$ cat src/rtl/fft_pipe_pkg.sv
// Shared definitions for the Radix-5 FFT inter-stage datapath.
//   CPLX_W      : width of one real or imaginary component
//   CPLX_NCH    : complex channels per beat
//   BEAT_W      : packed width of one re (or im) bus
//   cplx_beat_t : packed re/im beat, shared with the butterfly modules
//   ch_slice()  : extracts channel c from a packed re or im bus
package fft_pipe_pkg;

  localparam int CPLX_W   = 32;
  localparam int CPLX_NCH = 3;
  localparam int BEAT_W   = CPLX_W * CPLX_NCH;

  typedef struct packed {
    logic [BEAT_W-1:0] re;
    logic [BEAT_W-1:0] im;
  } cplx_beat_t;

  // Channel c lives at [c*CPLX_W +: CPLX_W].
  function automatic logic [CPLX_W-1:0] ch_slice(input logic [BEAT_W-1:0] bus,
                                                 input int unsigned c);
    return bus[c*CPLX_W +: CPLX_W];
  endfunction

endpackage

$ cat src/rtl/fft_pipe_stage.sv
// One register stage of the elastic FFT pipeline buffer.
// Ports:
//   clk, rst_n    : clock, asynchronous active-low reset
//   en            : stage advance enable (built by the parent's ready chain)
//   flush         : synchronous clear of the valid bit
//   vld_in        : valid of the beat offered from upstream
//   re_in, im_in  : data offered from upstream
//   vld, re, im   : registered stage contents
// Data registers only load when a valid beat actually moves in, so bubbles
// never toggle the wide data path.
module fft_pipe_stage
  import fft_pipe_pkg::*;
#(
  parameter int BW = BEAT_W
) (
  input  logic          clk,
  input  logic          rst_n,
  input  logic          en,
  input  logic          flush,
  input  logic          vld_in,
  input  logic [BW-1:0] re_in,
  input  logic [BW-1:0] im_in,
  output logic          vld,
  output logic [BW-1:0] re,
  output logic [BW-1:0] im
);

  always_ff @(posedge clk or negedge rst_n) begin
    if (!rst_n) begin
      vld <= 1'b0;
      re  <= '0;
      im  <= '0;
    end else begin
      if (flush)   vld <= 1'b0;
      else if (en) vld <= vld_in;
      if (en && vld_in) begin
        re <= re_in;
        im <= im_in;
      end
    end
  end

endmodule

$ cat src/rtl/fft_pipe_buf.sv
// Elastic pipeline buffer carrying NCH complex samples through DEPTH stages.
// Ports:
//   clk, rst_n            : clock, asynchronous active-low reset
//   flush                 : synchronous discard of every buffered beat
//   in_valid / in_ready   : upstream handshake, in_re/in_im packed per channel
//   out_valid / out_ready : downstream handshake, out_re/out_im from last stage
//   occupancy             : number of valid stages (popcount of stage valids)
// Handshake: a beat transfers on a rising edge where valid and ready are both
// high; ready may depend combinationally on the other side's ready, valid
// never depends on ready. in_ready is forced low during flush, so a beat
// offered in a flush cycle is dropped, while the output beat of that cycle
// still completes if out_ready is high.
// The ready chain runs combinationally from the output back to stage 0, so an
// empty stage always loads and a stall compacts gaps (bubble collapse).
module fft_pipe_buf
  import fft_pipe_pkg::*;
#(
  parameter int W     = CPLX_W,
  parameter int NCH   = CPLX_NCH,
  parameter int DEPTH = 1
) (
  input  logic                       clk,
  input  logic                       rst_n,
  input  logic                       flush,
  input  logic                       in_valid,
  output logic                       in_ready,
  input  logic [W*NCH-1:0]           in_re,
  input  logic [W*NCH-1:0]           in_im,
  output logic                       out_valid,
  input  logic                       out_ready,
  output logic [W*NCH-1:0]           out_re,
  output logic [W*NCH-1:0]           out_im,
  output logic [$clog2(DEPTH+1)-1:0] occupancy
);

  localparam int BW    = W * NCH;
  localparam int OCC_W = $clog2(DEPTH + 1);

  logic [DEPTH-1:0] vld;
  logic [DEPTH-1:0] en;
  logic [BW-1:0]    re_q [DEPTH];
  logic [BW-1:0]    im_q [DEPTH];
  logic [OCC_W-1:0] occ_c;

  // A stage advances when it is empty or its successor takes its beat.
  always_comb begin
    en = '0;
    en[DEPTH-1] = ~vld[DEPTH-1] | out_ready;
    for (int k = DEPTH - 2; k >= 0; k--) begin
      en[k] = ~vld[k] | en[k+1];
    end
  end

  assign in_ready = en[0] & ~flush;

  for (genvar k = 0; k < DEPTH; k++) begin : g_stage
    logic          s_vld;
    logic [BW-1:0] s_re;
    logic [BW-1:0] s_im;

    if (k == 0) begin : g_head
      assign s_vld = in_valid & ~flush;
      assign s_re  = in_re;
      assign s_im  = in_im;
    end else begin : g_body
      assign s_vld = vld[k-1];
      assign s_re  = re_q[k-1];
      assign s_im  = im_q[k-1];
    end

    fft_pipe_stage #(.BW(BW)) u_stage (
      .clk    (clk),
      .rst_n  (rst_n),
      .en     (en[k]),
      .flush  (flush),
      .vld_in (s_vld),
      .re_in  (s_re),
      .im_in  (s_im),
      .vld    (vld[k]),
      .re     (re_q[k]),
      .im     (im_q[k])
    );
  end

  // Occupancy depends only on stage registers, never on inputs.
  always_comb begin
    occ_c = '0;
    for (int k = 0; k < DEPTH; k++) begin
      occ_c = occ_c + OCC_W'(vld[k]);
    end
  end

  assign occupancy = occ_c;
  assign out_valid = vld[DEPTH-1];
  assign out_re    = re_q[DEPTH-1];
  assign out_im    = im_q[DEPTH-1];

endmodule

$ cat config.mk
export PLATFORM = sky130hd
export DESIGN_NAME = fft_pipe_buf
export DESIGN_NICKNAME = d
export VERILOG_FILES = /design/src/rtl/fft_pipe_pkg.sv /design/src/rtl/fft_pipe_stage.sv /design/src/rtl/fft_pipe_buf.sv
export SDC_FILE = /design/constraint.sdc
export NUM_CORES = 1
export LEC_CHECK = 0
export BUFFER_PORTS_ARGS = -buffer_cell sky130_fd_sc_hd__buf_4
export CAP_MARGIN = 15
export CORE_AREA = 2 2 152 154
export CTS_BUF_LIST = sky130_fd_sc_hd__clkbuf_8
export CTS_CLUSTER_DIAMETER = 120
export DETAILED_ROUTE_END_ITERATION = 10
export DIE_AREA = 0 0 154 156
export PLACE_DENSITY_LB_ADDON = 0.1
export REMOVE_ABC_BUFFERS = 1
export SYNTH_ARGS = -nofsm -noshare
export SYNTH_HDL_FRONTEND = slang
export SYNTH_SLANG_ARGS = --single-unit
$ cat constraint.sdc
create_clock -name clk -period 2.6 [get_ports clk]
set_clock_uncertainty 0.2 [all_clocks]
set_input_delay 0.26 -clock clk [delete_from_list [all_inputs] [get_ports clk]]
set_output_delay 0.26 -clock clk [all_outputs]
set_load 0.02 [all_outputs]
==> results.toml <==
[outcome]
status = "complete, no violations"

[place]
pre_cts_slack_ns = 0.492
dp_cells = 1071
dp_hpwl_mm = 14.7
dpl_cell_area_um2 = 10400
io_buffers = 391
routabilityCongestion = 0.769

[power]
p_leak_nw = 5.99
combPwrFrac_pct = 31.3
p_per_area_nw_per_um2 = 664
pwr-share-seq_pct = 44.4
switching_power_mw = 2.70
peakVddDrop_v = 0.000330
swShare_pct = 31.8
intPower_mw = 5.79
clkPwrFrac_pct = 24.3

[floorplan]
fp.dieArea_um2 = 24000
die_y_um = 156
die_w_um = 154
io_pins = 392
core_um2 = 22400
fp-row-count = 55
start_util_pct = 32.6

[clock_tree]
cts_tree = "yes"
clock_latency_ns = 0.44
ctsResizeCount = 0
cts.sinks = 193
clock_path_buffers = 2
clk_pin_slew_ns = 0.11
cts_setup_buffers = 0
cts_root_buf = "clkbuf_8"
numCtsBuffers = 17
cts_htree_levels = 4

[setup_path]
worst_ep_required_time_ns = 2.74
arrival_ns = 2.26
reg2reg_depth = 4
crit_end = "g_stage[0].u_stage.re[29]"
path_max_fanout = 97
reg2reg_slack_ns = 0.48
reg2reg_from = "g_stage[0].u_stage.vld"
r2r-end = "g_stage[0].u_stage.re[29]"
cp-start-kind = "flip-flop"
critPathLaunch = "g_stage[0].u_stage.vld"
path_class = "reg2reg"
end_kind = "flip-flop"

[yosys]
postSynthCellCount = 412
netlist_area_um2 = 7300
yosysSeqAreaShare_pct = 66.2
synth_area_per_cell_um2 = 17.7
ys_seq_elements = 193
synth_cell_types = 10
yosys_warnings = 0

[routing]
vias_per_cell = 4.36
drtIter0Drc = 174
wl_mm = 21.3
drc = 0
routed_wire_length_per_instance_um = 16.4
firstDrtPassIters = 4
dr_total_vias = 5658
drtAntennaViolNets = 0

[grt]
grt_overflow = 0
grt_pass1_vias = 6370
antenna_found_initial = 0
grt_max_degree = 98
grt.total_usage_pct = 17.9
grt_first_pass_wirelength_mm = 33.5

[cells_and_area]
stdcell_count = 1298
fill_cells = 1823
layout.nets = 1197
drive_gt1_share_pct = 50.5
area_delta_synth_final_pct = 75.1
n_antenna_cell = 0
fin_area_um2 = 12800

[timing]
rsz0062_at_grt = "no"
worst_slew_margin_rel_pct = 62.6
finalSetupTns_ns = 0
fmax_mhz = 471
hold_viol_final = 0
setup_violations = 0
holdWs_ns = 0.149
slew_violations = 0
period_share_pct = 81.6
layout_setup_ws_ns = 0.479
finalCriticalPeriod_ns = 2.12
worstMarginPinSlew_ns = 0.561

[flow_run]
max-cap-violations = 0

[worst_hold_path]
hold_class = "in2async"
==> layout make-up <==
class                   count  area, µm²  area share (%)
repair buffers            591       4980            39.0
clock buffers              18        248            1.94
clock inverters            14        165            1.29
multi-input cells         197       2200            17.2
flip-flops and latches    193       4830            37.8
well taps                 285        357            2.79
==> state kept, by name, summed over array words and instances (netlist names) <==
signal               flops
g_stage.u_stage.re      96
g_stage.u_stage.im      96
g_stage.u_stage.vld      1
==> through the flow <==
stage                     power, mW  util (%)
after floorplan                4.94         -
after global placement         6.21      46.6
after detailed placement       6.27      46.6
after CTS                      8.63      57.1
after global routing           8.95      57.1
final                          8.49      57.1
==> synth_stat cells <==
library cell    n  area, µm²
buf_6          12        135
mux2_1        110       1240
nor2b_2         1       8.76
nor2_1          3       11.3
mux2_2         82        923
nor3b_4         1       18.8
buf_8           8        120
dfrtp_1       193       4830
buf_4           1       7.51
buf_2           1       5.00
==> worst max-delay path, stage by stage (launching register included) <==
cell	delay, ns
dfrtp_1	0.41
nor2b_2	0.19
nor3b_4	0.29
buf_12	0.43
mux2_2	0.40
==> cells in the final DEF (no fill, tap or decap) <==
master / synthesis / routed
nor2_1: 3 / 3
buf_4: 1 / 391
inv_6: 0 / 5
nor3b_4: 1 / 1
buf_12: 0 / 4
dlygate4sd3_1: 0 / 195
dfrtp_1: 193 / 193
clkinv_4: 0 / 2
mux2_1: 110 / 110
clkinv_2: 0 / 2
clkbuf_8: 0 / 19
nor2b_2: 1 / 1
bufinv_16: 0 / 2
inv_8: 0 / 3
mux2_2: 82 / 82
==> per-layer routing <==
metal	global-route usage (%)	share of wire, %	up-vias
met5	0	0	-
met4	6.99	2.8	0
met3	6.44	8.2	34
met2	32.7	54	234
met1	18.8	35	2772
li1	-	-	2618
==> repair_timing <==
action	4_1_cts	5_1_grt
setup endpoints to repair	0	0
endpoints found under the hold margin	255	0
hold buffers	195	0
==> power by group through the flow <==
stage | Clock [mW] | Combinational, mW | Sequential [mW]
final | 2.06 | 2.66 | 3.77
after global routing | 2.29 | 2.81 | 3.85
after global placement | 0 | 2.40 | 3.81
after detailed placement | 0 | 2.44 | 3.83
after CTS | 2.17 | 2.68 | 3.78
after floorplan | 0 | 0.492 | 4.45
==> logic make-up (layout without fill, tap and decap cells) <==
logic type             after synthesis  in the layout  synth area share [%]
and+or+nand+nor                      5              5                 0.531
buffers and inverters               22            623                  3.67
DFF                                193            193                  66.2
muxes                              192            192                  29.6
==> worst min-delay path by stage <==
stage               slack (ns)                   endpoint
floorplan                -0.24   g_stage[0].u_stage.im[0]
global placement          0.08  g_stage[0].u_stage.im[88]
detailed placement         0.1  g_stage[0].u_stage.im[88]
CTS                       0.14  g_stage[0].u_stage.im[81]
global route              0.15  g_stage[0].u_stage.im[81]
finish                    0.15  g_stage[0].u_stage.re[56]
No activity file was read; power rests on OpenSTA's default activity.
